**src/rtl/mii_pkg.sv**
```systemverilog
// Shared MII constants and receive FSM state type.
package mii_pkg;

    localparam logic [3:0]  MII_PREAMBLE_NIB = 4'h5;
    localparam logic [3:0]  MII_SFD_NIB      = 4'hD;
    localparam logic [31:0] CRC32_POLY_REFL  = 32'hEDB88320;
    localparam logic [31:0] CRC32_INIT       = 32'hFFFFFFFF;
    localparam logic [31:0] CRC32_RESIDUE    = 32'hDEBB20E3;

    typedef enum logic [1:0] {
        RX_IDLE     = 2'd0,
        RX_PREAMBLE = 2'd1,
        RX_DATA     = 2'd2,
        RX_DROP     = 2'd3
    } rx_state_t;

endpackage

```
**src/rtl/crc32_byte.sv**
```systemverilog
// Combinational byte-wise update of a reflected CRC-32 register (no final XOR).
module crc32_byte
    import mii_pkg::*;
(
    input  logic [31:0] crc_i,
    input  logic [7:0]  data_i,
    output logic [31:0] crc_o
);

    always_comb begin
        logic [31:0] c;
        c = crc_i ^ {24'd0, data_i};
        for (int i = 0; i < 8; i++) begin
            c = c[0] ? ((c >> 1) ^ CRC32_POLY_REFL) : (c >> 1);
        end
        crc_o = c;
    end

endmodule

```
**src/rtl/mii_rx_decoder.sv**
```systemverilog
// MII receive decoder: strips preamble/SFD, packs nibbles into bytes, checks
// the FCS and reports per-frame length and status on an end-of-frame pulse.
module mii_rx_decoder
    import mii_pkg::*;
#(
    parameter int MAX_FRAME_BYTES = 1518,
    parameter int MIN_FRAME_BYTES = 64
) (
    input  logic        i_clk,
    input  logic        i_reset,
    input  logic        enet_rx_dv,
    input  logic        enet_rx_er,
    input  logic [3:0]  enet_rx_data,
    output logic        rx_valid,
    output logic [7:0]  rx_data,
    output logic        rx_sof,
    output logic        rx_eof,
    output logic [15:0] rx_len,
    output logic        rx_crc_ok,
    output logic        rx_err
);

    localparam logic [15:0] MAX_LEN = 16'(MAX_FRAME_BYTES);
    localparam logic [15:0] MIN_LEN = 16'(MIN_FRAME_BYTES);

    rx_state_t   state_q, state_d;
    logic        phase_q, phase_d;
    logic [3:0]  low_nib_q, low_nib_d;
    logic [15:0] cnt_q, cnt_d;
    logic [31:0] crc_q, crc_d;
    logic        frame_err_q, frame_err_d;
    logic        valid_q, valid_d;
    logic [7:0]  data_q, data_d;
    logic        sof_q, sof_d;
    logic        eof_q, eof_d;
    logic [15:0] len_q, len_d;
    logic        crc_ok_q, crc_ok_d;
    logic        err_q, err_d;

    logic [7:0]  byte_in;
    logic [31:0] crc_next;
    logic        end_err;

    assign byte_in = {enet_rx_data, low_nib_q};

    crc32_byte u_crc (
        .crc_i  (crc_q),
        .data_i (byte_in),
        .crc_o  (crc_next)
    );

    // A dangling low nibble at dv drop makes the frame odd-length.
    assign end_err = frame_err_q | phase_q | (cnt_q > MAX_LEN) | (cnt_q < MIN_LEN);

    always_comb begin
        state_d     = state_q;
        phase_d     = phase_q;
        low_nib_d   = low_nib_q;
        cnt_d       = cnt_q;
        crc_d       = crc_q;
        frame_err_d = frame_err_q;
        valid_d     = 1'b0;
        data_d      = data_q;
        sof_d       = 1'b0;
        eof_d       = 1'b0;
        len_d       = len_q;
        crc_ok_d    = crc_ok_q;
        err_d       = err_q;

        case (state_q)
            RX_IDLE: begin
                if (enet_rx_dv) begin
                    state_d = (enet_rx_data == MII_PREAMBLE_NIB) ? RX_PREAMBLE : RX_DROP;
                end
            end
            RX_PREAMBLE: begin
                if (!enet_rx_dv) begin
                    state_d = RX_IDLE;
                end else if (enet_rx_data == MII_SFD_NIB) begin
                    state_d     = RX_DATA;
                    phase_d     = 1'b0;
                    cnt_d       = 16'd0;
                    crc_d       = CRC32_INIT;
                    frame_err_d = 1'b0;
                end else if (enet_rx_data != MII_PREAMBLE_NIB) begin
                    state_d = RX_DROP;
                end
            end
            RX_DATA: begin
                if (!enet_rx_dv) begin
                    state_d  = RX_IDLE;
                    eof_d    = 1'b1;
                    len_d    = cnt_q;
                    err_d    = end_err;
                    crc_ok_d = (crc_q == CRC32_RESIDUE) && !end_err;
                end else begin
                    if (enet_rx_er) begin
                        frame_err_d = 1'b1;
                    end
                    if (!phase_q) begin
                        low_nib_d = enet_rx_data;
                        phase_d   = 1'b1;
                    end else begin
                        phase_d = 1'b0;
                        crc_d   = crc_next;
                        cnt_d   = (cnt_q == 16'hFFFF) ? cnt_q : cnt_q + 16'd1;
                        if (cnt_q < MAX_LEN) begin
                            valid_d = 1'b1;
                            data_d  = byte_in;
                            sof_d   = (cnt_q == 16'd0);
                        end
                    end
                end
            end
            RX_DROP: begin
                if (!enet_rx_dv) begin
                    state_d = RX_IDLE;
                end
            end
            default: state_d = RX_IDLE;
        endcase
    end

    always_ff @(posedge i_clk) begin
        if (i_reset) begin
            state_q     <= RX_IDLE;
            phase_q     <= 1'b0;
            low_nib_q   <= 4'd0;
            cnt_q       <= 16'd0;
            crc_q       <= CRC32_INIT;
            frame_err_q <= 1'b0;
            valid_q     <= 1'b0;
            data_q      <= 8'd0;
            sof_q       <= 1'b0;
            eof_q       <= 1'b0;
            len_q       <= 16'd0;
            crc_ok_q    <= 1'b0;
            err_q       <= 1'b0;
        end else begin
            state_q     <= state_d;
            phase_q     <= phase_d;
            low_nib_q   <= low_nib_d;
            cnt_q       <= cnt_d;
            crc_q       <= crc_d;
            frame_err_q <= frame_err_d;
            valid_q     <= valid_d;
            data_q      <= data_d;
            sof_q       <= sof_d;
            eof_q       <= eof_d;
            len_q       <= len_d;
            crc_ok_q    <= crc_ok_d;
            err_q       <= err_d;
        end
    end

    assign rx_valid  = valid_q;
    assign rx_data   = data_q;
    assign rx_sof    = sof_q;
    assign rx_eof    = eof_q;
    assign rx_len    = len_q;
    assign rx_crc_ok = crc_ok_q;
    assign rx_err    = err_q;

endmodule

```
**config.mk**
```make
export PLATFORM = sky130hd
export DESIGN_NAME = mii_rx_decoder
export DESIGN_NICKNAME = d
export VERILOG_FILES = /design/src/rtl/mii_pkg.sv /design/src/rtl/crc32_byte.sv /design/src/rtl/mii_rx_decoder.sv
export SDC_FILE = /design/constraint.sdc
export NUM_CORES = 1
export LEC_CHECK = 0
export BUFFER_PORTS_ARGS = -buffer_cell sky130_fd_sc_hd__buf_4
export CAP_MARGIN = 15
export CELL_PAD_IN_SITES_DETAIL_PLACEMENT = 1
export CELL_PAD_IN_SITES_GLOBAL_PLACEMENT = 1
export CORE_MARGIN = 1.5
export CORE_UTILIZATION = 46
export CTS_BUF_LIST = sky130_fd_sc_hd__clkbuf_8 sky130_fd_sc_hd__clkbuf_16
export DETAILED_ROUTE_END_ITERATION = 8
export HOLD_SLACK_MARGIN = 0.08
export PLACE_DENSITY_LB_ADDON = 0.1
export SYNTH_ARGS = -nofsm -noshare
export SYNTH_HDL_FRONTEND = slang
export SYNTH_SLANG_ARGS = --single-unit
```
**constraint.sdc**
```tcl
create_clock -name i_clk -period 2.1 [get_ports i_clk]
set_input_delay 0 -clock i_clk [delete_from_list [all_inputs] [get_ports i_clk]]
set_output_delay 0 -clock i_clk [all_outputs]
set_load 0.005 [all_outputs]
```
Yosys cells after proc, flatten, opt, wreduce, memory -nomap -nowiden
Cells that the tools add are included.
{"block": "classes", "add_sub_neg": 1, "n_eq_ne": 17, "n_reduce_logical": 17, "n_lt_le_gt_ge": 3, "mux": 36, "bitwise_logic": 16}
{"operator": "32-bit two-way mux", "count": 12}
{"operator": "13-bit inverter with 14-bit output", "count": 8}
{"operator": "16-bit two-way mux", "count": 5}
{"operator": "32-bit one-hot mux with 2 select lines", "count": 1}
{"operator": "32-bit == test, second input constant", "count": 1}
{"operator": "16-bit one-hot mux with 2 select lines", "count": 1}
{"operator": "32-bit by 8-bit bitwise XOR with 32-bit output", "count": 1}
{"operator": "16-bit by 1-bit adder with 16-bit output, second input constant", "count": 1}
{"operator": "16-bit == test, second input constant", "count": 1}
{"operator": "16-bit by 11-bit greater-than comparator with 1-bit output, second input constant", "count": 1}
{"operator": "16-bit zero test", "count": 1}
{"operator": "16-bit by 11-bit less-than comparator with 1-bit output, second input constant", "count": 1}
{"operator": "16-bit by 7-bit less-than comparator with 1-bit output, second input constant", "count": 1}
{"operator": "2-bit != test, second input constant", "count": 8}
{"operator": "2-bit two-way mux", "count": 6}
{"operator": "5-bit AND reduction", "count": 2}
{"operator": "1-bit two-way mux", "count": 8}
{"operator": "4-bit AND reduction", "count": 2}
{"operator": "2-bit one-hot mux with 3 select lines", "count": 1}
{"operator": "3-bit AND reduction", "count": 2}
{"operator": "6-bit AND reduction", "count": 1}
{"operator": "5-bit OR reduction", "count": 1}
{"operator": "2-bit == test, second input constant", "count": 2}
{"operator": "4-bit by 3-bit == test with 1-bit output, second input constant", "count": 1}
{"operator": "other kinds (14)", "count": 21}
{"block": "word_totals", "in_bits": 8, "register_bits": 85, "elab_cells": 103, "out_inout_bits": 29}

Logic depth before layout (Yosys ltp)
Gate-level depths: netlist of run 1.
{"block": "logic_depth", "ltp_word": 20, "ltp_mapped": 8, "mapped_depth_nobuf": 6}

Modules after synthesis
From an unflattened synthesis of run 1, not the netlist that was laid out.
{"block": "unflattened", "hier_cells": 493, "hier_area_um2": 4475.5}
{"mod": "mii_rx_decoder", "n_inst": 1, "seq_area_each_um2": 1701.6, "area_per_inst_um2": 3514.6, "cells_each": 427}
{"mod": "crc32_byte", "n_inst": 1, "seq_area_each_um2": 0.0, "area_per_inst_um2": 960.9, "cells_each": 66}

Worst setup path after synthesis of run 1
Ideal clock, no wire load.
{"block": "synth_timing", "kind": "reg-to-reg", "from": "register low_nib_q[2]", "to": "register crc_q[16]", "required_ns": 1.980, "arrival_ns": 1.816, "setup_time_ns": 0.120, "synth_period_minus_slack_ns": 1.936, "path_slack_ns": 0.164, "stages_incl_launch_ff": 6, "n_path_buf": 0, "cell_sequence": "dfxtp_1 -> xnor2_1 -> xor3_2 -> xnor2_1 -> a21oi_1 -> a211o_1"}
{"block": "synth_via", "elab_chain_len": 14}
{"element": "start: declaration", "line": "mii_rx_decoder.sv:28", "rtl": "logic [3:0] low_nib_q, low_nib_d;"}
{"element": "start signal: assignment", "line": "mii_rx_decoder.sv:142", "rtl": "low_nib_q <= low_nib_d;"}
{"element": "32-bit by 8-bit bitwise XOR with 32-bit output (*)", "line": "crc32_byte.sv:12", "rtl": "c = crc_i ^ {24'd0, data_i};"}
{"element": "32-bit two-way mux (*) (3 in series)", "line": "crc32_byte.sv:14", "rtl": "c = c[0] ? ((c >> 1) ^ CRC32_POLY_REFL) : (c >> 1);"}
{"element": "13-bit inverter with 14-bit output (no source line)"}
{"element": "32-bit two-way mux (*)", "line": "crc32_byte.sv:14"}
{"element": "13-bit inverter with 14-bit output (no source line)"}
{"element": "32-bit two-way mux (*) (4 in series)", "line": "crc32_byte.sv:14"}
{"element": "32-bit two-way mux (*)", "line": "mii_rx_decoder.sv:100", "rtl": "if (!phase_q) begin"}
{"element": "32-bit two-way mux (*)", "line": "mii_rx_decoder.sv:90", "rtl": "if (!enet_rx_dv) begin"}
{"element": "32-bit one-hot mux with 2 select lines (*)", "line": "mii_rx_decoder.sv:70", "rtl": "case (state_q)"}
{"element": "end signal: assignment", "line": "mii_rx_decoder.sv:144", "rtl": "crc_q <= crc_d;"}
{"element": "end: declaration", "line": "mii_rx_decoder.sv:30", "rtl": "logic [31:0] crc_q, crc_d;"}
Every way passes the cells marked *; elsewhere a longest branch is shown, timed or not. The select of a mux whose other input is x is not followed.
A chain may end at the register's enable or synchronous reset.

Final worst setup path of run 1
{"block": "layout_timing", "from": "register state_q[1]", "to": "register data_q[7], in the netlist rx_data[7]"}
{"block": "layout_via", "elab_chain_len": 2}
{"element": "start: declaration", "line": "mii_rx_decoder.sv:26", "rtl": "rx_state_t state_q, state_d;"}
{"element": "start signal: assignment", "line": "mii_rx_decoder.sv:140", "rtl": "state_q <= state_d;"}
{"element": "2-bit == test", "line": "mii_rx_decoder.sv:70"}
{"element": "4-bit AND reduction (no source line)"}
{"element": "end signal: assignment", "line": "mii_rx_decoder.sv:147", "rtl": "data_q <= data_d;"}
{"element": "end: declaration", "line": "mii_rx_decoder.sv:33", "rtl": "logic [7:0] data_q, data_d;"}
Every way passes these cells.

==> impl_metrics.toml, run 1 <==
[outcome]
outcome = "completed"

[critical_path]
crit_arrival_ns = 2.25
rrSetupSlack_ns = 0.07
cp_top_family = "buffers and inverters"
worstPathBufferInverterCount = 2
cp_max_fo = 11
crit_type = "register to register"
worstPathCellList = "nor2b_2, buf_4, nand3_1, a211oi_2, buf_4, mux2i_1, nor2_1"
cp-start-kind = "register"
cpPeakStageDelay_ns = 0.39
cp_common_cell = "buf_4"
slowest_stage = "dfxtp_2"
required_ns = 2.31
critPathCaptureType = "register"

[yosys]
yosysSeqAreaShare_pct = 38.8
yosys_register_bits = 85
synth_edf_count = 0
syn_nets = 466
avgSynthCellArea_um2 = 9.62
async_reset_ff_share_pct = 0
syn_inst = 456
yosysUniqueCellTypes = 54
ys.flop_type = "dfxtp_1"
synth_area_um2 = 4390
ys_warn_count = 0

[floorplanning]
die_y_um = 101
placementRows = 35
initial_core_util_pct = 47.5
io_pins = 37
core_area_um2 = 9240
die-area_um2 = 10100
fp.dieW_um = 101

[clock_tree]
htree_levels = 3
cts_setup_buffers = 0
cts_num_sinks = 85
numCtsBuffers = 9
cts_tree = "yes"
cts.clk_slew.worst_paths_ns = 0.08
root_buffer = "clkbuf_8"
clk_latency_ns = 0.36
clock_path_buffers = 2

[detailed_routing]
postRouteAntennaNets = 0
via_per_inst = 5.62
vias = 3629
drt-initial-drc-count = 102
drcViolationCount = 0
routed_wl_um = 12600
drtPass1Iterations = 4
drt-wirelength-per-cell_um = 19.5

[power_and_ir_drop]
switching_power_w = 0.000920
clkPwrFrac_pct = 38.3
internal-power_w = 0.00273
p_comb_share_pct = 16.3
p_leak_nw = 2.11
p_total_w = 0.00365
pwr-share-seq_pct = 45.4
peakVddDrop_mv = 0.400
p_sw_share_pct = 25.2
power.density_nw_per_um2 = 689

[sta]
skew_ns = 0.0123
worst_pin_slew_ns = 0.594
slew_headroom_pct = 60.0
min_period_over_period_pct = 96.8
setup_viol_count_final = 0
fin_crit_ns = 2.03
max_freq_mhz = 492
maxSlewViolCount = 0
finalHoldViolations = 0

[grt]
grt_pass1_wl_um = 20300
grt_pass1_vias = 3761
grt_overflow = 0
grt_usage_pct = 26.3
grt_max_degree = 52
antenna_found_initial = 0

[min_path]
hold_path_class = "primary input to register"

[placement]
dp_cells = 623
globalplace.congestion = 0.934
dp_hpwl_um = 8720
io_buffers = 36
dpl_cell_area_um2 = 4960

[layout]
antenna_cells = 0
final_cells = 646
nets = 522
area_delta_synth_final_pct = 20.8
final_area_um2 = 5300
drive_above_1_share_pct = 19.5

[job]
cap_violations = 0
power groups by stage:
stage / clock network [W] / registers (W) / logic [W]
finish: 0.00140 / 0.00166 / 0.000595
global route: 0.00150 / 0.00166 / 0.000631
CTS: 0.00142 / 0.00166 / 0.000592
detailed placement: 0 / 0.00169 / 0.000578
global placement: 0 / 0.00169 / 0.000561
floorplan: 0 / 0.00169 / 0.000414
layer usage:
| layer | part of all wire (%) | global-route usage, % | routed length (µm) | vias to the layer above |
|---|---|---|---|---|
| met5 | 0 | 0 | 0 | - |
| met2 | 54 | 48.1 | 6840 | 50 |
| met3 | 2.4 | 5.55 | 304 | 20 |
| met1 | 41 | 30.5 | 5200 | 1829 |
| li1 | - | - | - | 1730 |
| met4 | 2.1 | 8.13 | 260 | 0 |
registers in the layout, indices dropped and copies added, names as in the netlist:
register	flops
phase_q	1
rx_len	16
rx_valid	1
rx_data	8
frame_err_q	1
cnt_q	16
rx_sof	1
low_nib_q	4
rx_eof	1
rx_err	1
crc_q	32
state_q	2
rx_crc_ok	1
placed cells by master, fill, tap and decap left out, drive strengths merged, types with 7 or more instances in the layout:
cell	Yosys	final
a21oi	37	37
nand2	47	47
nor3	7	7
o22ai	19	19
buf	2	66
xnor2	33	33
xnor3	11	11
nor2	27	27
nand2b	24	24
nand4	9	9
mux2i	13	13
o21ai	7	7
o31ai	8	8
xor2	15	15
clkbuf	26	9
or4	8	8
dlygate4sd3	0	7
dfxtp	85	85
metrics by stage:
stage               worst slack [ns]  hold WS (ns)  TNS, ns  utilization, %
detailed placement            0.0663         0.323        0            53.7
floorplan                      0.164         0.147        0               -
global placement               0.143         0.307        0            53.7
global route                 -0.0356         0.119  -0.0451            57.3
CTS                           0.0421         0.101        0            57.1
finish                        0.0667         0.120        0            57.3
synthesized netlist by cell type (3+ instances only):
library cell / instances / share of area [%]
dfxtp_1: 85 / 39
nand2_1: 47 / 4.0
a21oi_1: 37 / 4.2
nor2_1: 27 / 2.3
xnor2_1: 27 / 5.4
clkbuf_1: 26 / 2.2
nand2b_1: 24 / 3.4
o22ai_1: 19 / 2.7
mux2i_1: 13 / 3.0
xor2_1: 11 / 2.2
xnor3_1: 10 / 5.1
nand4_1: 9 / 1.3
o31ai_1: 8 / 1.4
or4_1: 8 / 1.4
nor3_1: 7 / 0.80
o21ai_0: 7 / 0.80
nand3_1: 6 / 0.68
o21bai_1: 6 / 1.0
or3_1: 6 / 0.86
inv_1: 5 / 0.43
nor4_1: 5 / 0.71
xnor2_2: 5 / 1.9
xor3_1: 5 / 2.7
a211o_1: 4 / 0.80
and3_1: 4 / 0.57
and2_1: 3 / 0.43
nand4b_1: 3 / 0.60
nor2b_1: 3 / 0.43
nor4b_1: 3 / 0.60
o211ai_1: 3 / 0.51
xor2_4: 3 / 1.9
what timing repair did:
action                                  in CTS  in global routing
endpoints found under the setup margin       0                 15
hold endpoints to repair                    11                  0
hold buffers                                 7                  0
resized for setup                            0                  4
kinds of logic after synthesis:
kind of cell,Yosys count,synth area share [%]
AO/OA/AOI/OAI,95,13.8
XOR/XNOR,65,21.3
adder cells (fa/ha/maj),2,0.571
buffers and inverters,33,2.88
flip-flops,85,38.8
multiplexers,13,2.97
AND/OR/NAND/NOR,163,19.7
cell type report:
cell class | instances | area (µm²)
Fill cell | 1028 | 3940
Clock buffer | 9 | 124
Multi-Input combinational cell | 338 | 2580
Timing Repair Buffer | 73 | 591
Sequential cell | 85 | 1700
Inverter | 5 | 18.8
Tap cell | 129 | 161
Clock inverter | 7 | 115
final timing paths:
check	start	to	cells after the start
worst max register to register	state_q[1]	rx_data[7]	7
worst min-delay path	i_reset	rx_len[8]	2
worst max-delay path	state_q[1]	rx_data[7]	7
worst min register to register	rx_len[4]	rx_len[4]	2
(Power assumes the default switching activity.)
==> run 2: changes to the inputs <==
Settings changed: PLACE_DENSITY set to 0.76, PLACE_DENSITY_LB_ADDON 0.1 to not set.
==> impl_metrics.toml, run 2 (same netlist as run 1, synthesis figures left out) <==
[grt]
met1_usage_pct = 32.4
grt_overflow = 0
antenna_found_initial = 0
grt_pass1_vias = 3733
grt_pass1_wl_um = 19800
grt_usage_pct = 25.3
grt_max_degree = 54
gr-usage-met2_pct = 44.3
grt.busiest_layer = "met2"
grtUsageMet3_pct = 3.33

[power_and_ir_drop]
p_leak_nw = 2.08
power.density_nw_per_um2 = 642
peakVddDrop_mv = 0.310

[critical_path]
crit_arrival_ns = 2.32
critPathCaptureType = "register"
required_ns = 2.39
worstPathCellList = "dlygate4sd3_1, buf_4, xnor2_2, xnor3_1, xnor3_1, nor2b_1, o21bai_1"
startpoint = "enet_rx_data[1]"
regToRegEndpoint = "crc_q[18]"
cp-start-kind = "primary input"
crit_type = "primary input to register"
r2r_start = "crc_q[5]"
cpPeakStageDelay_ns = 0.54
worstPathBufferInverterCount = 2
critical_path.endpoint = "crc_q[18]"
cp_common_cell = "xnor3_1"
rrSetupSlack_ns = 0.08
slowest_stage = "dlygate4sd3_1"
cp_num_cells = 7
reg2reg_depth = 5
cp_max_fo = 7
cp_top_family = "XOR/XNOR gates"

[floorplanning]
io_pins = 37
die-area_um2 = 10100
placementRows = 35
initial_core_util_pct = 47.5
core_area_um2 = 9240
fp.dieW_um = 101
die_y_um = 101

[sta]
max_freq_mhz = 494
min_period_over_period_pct = 96.3
maxSlewViolCount = 0
slew_headroom_pct = 60.8
fin_crit_ns = 2.02
worst_pin_slew_ns = 0.586
setup_viol_count_final = 0
finalHoldViolations = 0
fin_ws_ns = 0.0769
skew_ns = 0.0153

[layout]
largest_reg_flops = 32
final_cell_mix = "dfxtp_1 (84), buf_4 (62), nand2_1 (47)"
final_area_um2 = 5250
antenna_cells = 0
area_delta_synth_final_pct = 19.7
final_common_cell = "dfxtp_1"
largest_register = "crc_q"
drive_above_1_share_pct = 19.4
nets = 520

[detailed_routing]
drtPass1Iterations = 4
via_per_inst = 5.61
routed_wl_um = 12100
postRouteAntennaNets = 0
vias = 3612
drt-initial-drc-count = 130
drt-wirelength-per-cell_um = 18.8
drcViolationCount = 0

[min_path]
hold_depth = 2
hold_path_class = "primary input to register"

[placement]
dpl_cell_area_um2 = 4940
io_buffers = 36
dp_slack_ns = 0.0715
dp_hpwl_um = 8480
globalplace.congestion = 0.836

[clock_tree]
numCtsBuffers = 9
cts.clk_slew.worst_paths_ns = 0.10
clk_latency_ns = 0.37
clock_path_buffers = 2
cts_tree = "yes"
htree_levels = 3
root_buffer = "clkbuf_8"
cts_num_sinks = 85

[outcome]
outcome = "completed"

[job]
cap_violations = 0
## run 2: how the worst min path moves through the flow
| stage | from | endpoint | slack, ns |
|---|---|---|---|
| after floorplan | enet_rx_data[0] | rx_data[4] | 0.15 |
| after global placement | enet_rx_data[2] | rx_data[6] | 0.31 |
| after detailed placement | enet_rx_data[0] | low_nib_q[0] | 0.33 |
| after CTS | i_reset | low_nib_q[3] | 0.1 |
| after global routing | i_reset | rx_crc_ok | 0.12 |
| final | i_reset | low_nib_q[3] | 0.10 |
## run 2: power by group
| group | internal (W) | switching (W) |
|---|---|---|
| sequential | 0.00163 | 0.0000252 |
| combinational | 0.000309 | 0.000276 |
| clock | 0.000452 | 0.000676 |
| total | 0.00239 | 0.000976 |
## run 2: through the flow
stage	std cells	TNS [ns]	util [%]	hold WS [ns]	total power, W
after floorplan	456	0	-	0.147	0.00210
after global placement	620	0	53.5	0.313	0.00224
after detailed placement	620	0	53.5	0.328	0.00226
after CTS	643	0	56.2	0.0957	0.00338
after global routing	644	-0.00262	56.8	0.115	0.00351
final	644	0	56.8	0.102	0.00337
## run 2: cell type report
class	instances	area (µm²)
clock buffers	9	124
well taps	129	161
repair buffers	71	576
fillers	1047	3990
flip-flops and latches	85	1700
clock inverters	7	56.3
multi-input cells	338	2610
inverters	5	18.8
## run 2: what timing repair did
action                                  in CTS  in global routing
endpoints found under the setup margin       0                  9
resized for setup                            0                  6
hold buffers                                 7                  0
endpoints found under the hold margin       12                  0
setup buffers                                0                  1
## run 2: routing by layer
| layer | routed length [µm] | vias up |
|---|---|---|
| met5 | 0 | - |
| met4 | 193 | 0 |
| met3 | 302 | 17 |
| met2 | 6130 | 61 |
| met1 | 5460 | 1806 |
| li1 | - | 1728 |
==> run 3: changes to the inputs <==
Settings changed: CELL_PAD_IN_SITES_DETAIL_PLACEMENT 1 to 0.
==> impl_metrics.toml, run 3 (same netlist as run 1, synthesis figures left out) <==
[outcome]
outcome = "completed"

[detailed_routing]
routed_wl_um = 10800
via_per_inst = 5.38
vias = 3483
drcViolationCount = 0
drt-initial-drc-count = 149
drtPass1Iterations = 5
drt-wirelength-per-cell_um = 16.7
postRouteAntennaNets = 0

[critical_path]
required_ns = 2.41
crit_arrival_ns = 2.30
crit_type = "register to register"
critPathCaptureType = "register"
cp-start-kind = "register"
cp_max_fo = 5

[layout]
largest_reg_flops = 32
final_common_cell = "dfxtp_1"
largest_register = "crc_q"
final_cells = 648
antenna_cells = 0
nets = 524
final_cell_mix = "dfxtp_1 (85), buf_4 (65), nand2_1 (47)"
drive_above_1_share_pct = 19.7
area_delta_synth_final_pct = 21.1
fin_util_pct = 57.5

[sta]
rsz0062_at_grt = "false"
slew_headroom_pct = 63.7
skew_ns = 0.0106
hold_ws_ns = 0.0997
maxSlewViolCount = 0
fin_ws_ns = 0.112
max_freq_mhz = 503
worst_pin_slew_ns = 0.541
finalHoldViolations = 0
setup_viol_count_final = 0
min_period_over_period_pct = 94.6
fin_crit_ns = 1.99
tns_ns = 0

[floorplanning]
die_y_um = 101
placementRows = 35
initial_core_util_pct = 47.5
fp.dieW_um = 101
io_pins = 37
core_area_um2 = 9240
die-area_um2 = 10100

[grt]
grt_pass1_vias = 3325
antenna_found_initial = 0
grt_max_degree = 54
grt_pass1_wl_um = 17500
grt_overflow = 0
grt_usage_pct = 22.6

[clock_tree]
root_buffer = "clkbuf_8"
clock_path_buffers = 2
cts_num_sinks = 85
numCtsBuffers = 9
cts.clk_slew.worst_paths_ns = 0.10
cts_tree = "yes"
clk_latency_ns = 0.37
htree_levels = 3

[placement]
dp_slack_ns = 0.105
dp_cells = 620
globalplace.congestion = 0.836
io_buffers = 36
dp_hpwl_um = 7500

[min_path]
hold_path_class = "primary input to register"

[power_and_ir_drop]
p_leak_nw = 2.11
peakVddDrop_mv = 0.337
power.density_nw_per_um2 = 674

[job]
cap_violations = 0
-- run 3: worst max-delay path, stage by stage (launching register included) --
cell and delay [ns]:
dfxtp_1 0.36, xnor2_2 0.45, xnor3_1 0.54, xnor3_1 0.33, nor2b_1 0.13, o21bai_1 0.11
-- run 3: metal layers --
| metal | share of wire [%] | up-vias | GRT usage [%] |
|---|---|---|---|
| met2 | 48 | 60 | 37.4 |
| met5 | 0 | - | 0 |
| met4 | 1.6 | 0 | 9.10 |
| met3 | 3.3 | 13 | 2.50 |
| met1 | 47 | 1677 | 30.2 |
| li1 | - | 1733 | - |
-- run 3: repair_timing --
| action | in CTS | in global routing |
|---|---|---|
| endpoints found under the setup margin | 0 | 4 |
| resized for setup | 0 | 2 |
| buffers inserted | 0 | 5 |
| hold buffers | 7 | 0 |
| hold endpoints to repair | 12 | 0 |
-- run 3: report_power, final --
part	leakage, nW	total [W]	internal (W)	switching (W)
registers	0.688	0.00165	0.00163	0.0000234
logic	1.31	0.000568	0.000313	0.000255
clock network	0.111	0.00136	0.000687	0.000671
-- run 3: final timing paths --
kind / from / to / slack (ns) / cells after the start
setup reg to reg: low_nib_q[1] / crc_q[18] / 0.11 / 5
hold / removal: i_reset / low_nib_q[0] / 0.1 / 2
hold reg to reg: rx_len[8] / rx_len[8] / 0.46 / 2
setup / recovery: low_nib_q[1] / crc_q[18] / 0.11 / 5
-- run 3: area by class of cell --
type,instances,area (µm²)
clock inverters,7,103
inverters,5,18.8
repair buffers,75,618
fillers,847,3930
well taps,129,161
multi-input cells,338,2580
clock buffers,9,124
flip-flops and latches,85,1700
-- run 3: stage by stage --
step	power, W	area (µm²)
finish	0.00358	5310
CTS	0.00360	5240
global route	0.00372	5310
floorplan	0.00210	4390
global placement	0.00224	4940
detailed placement	0.00224	4940
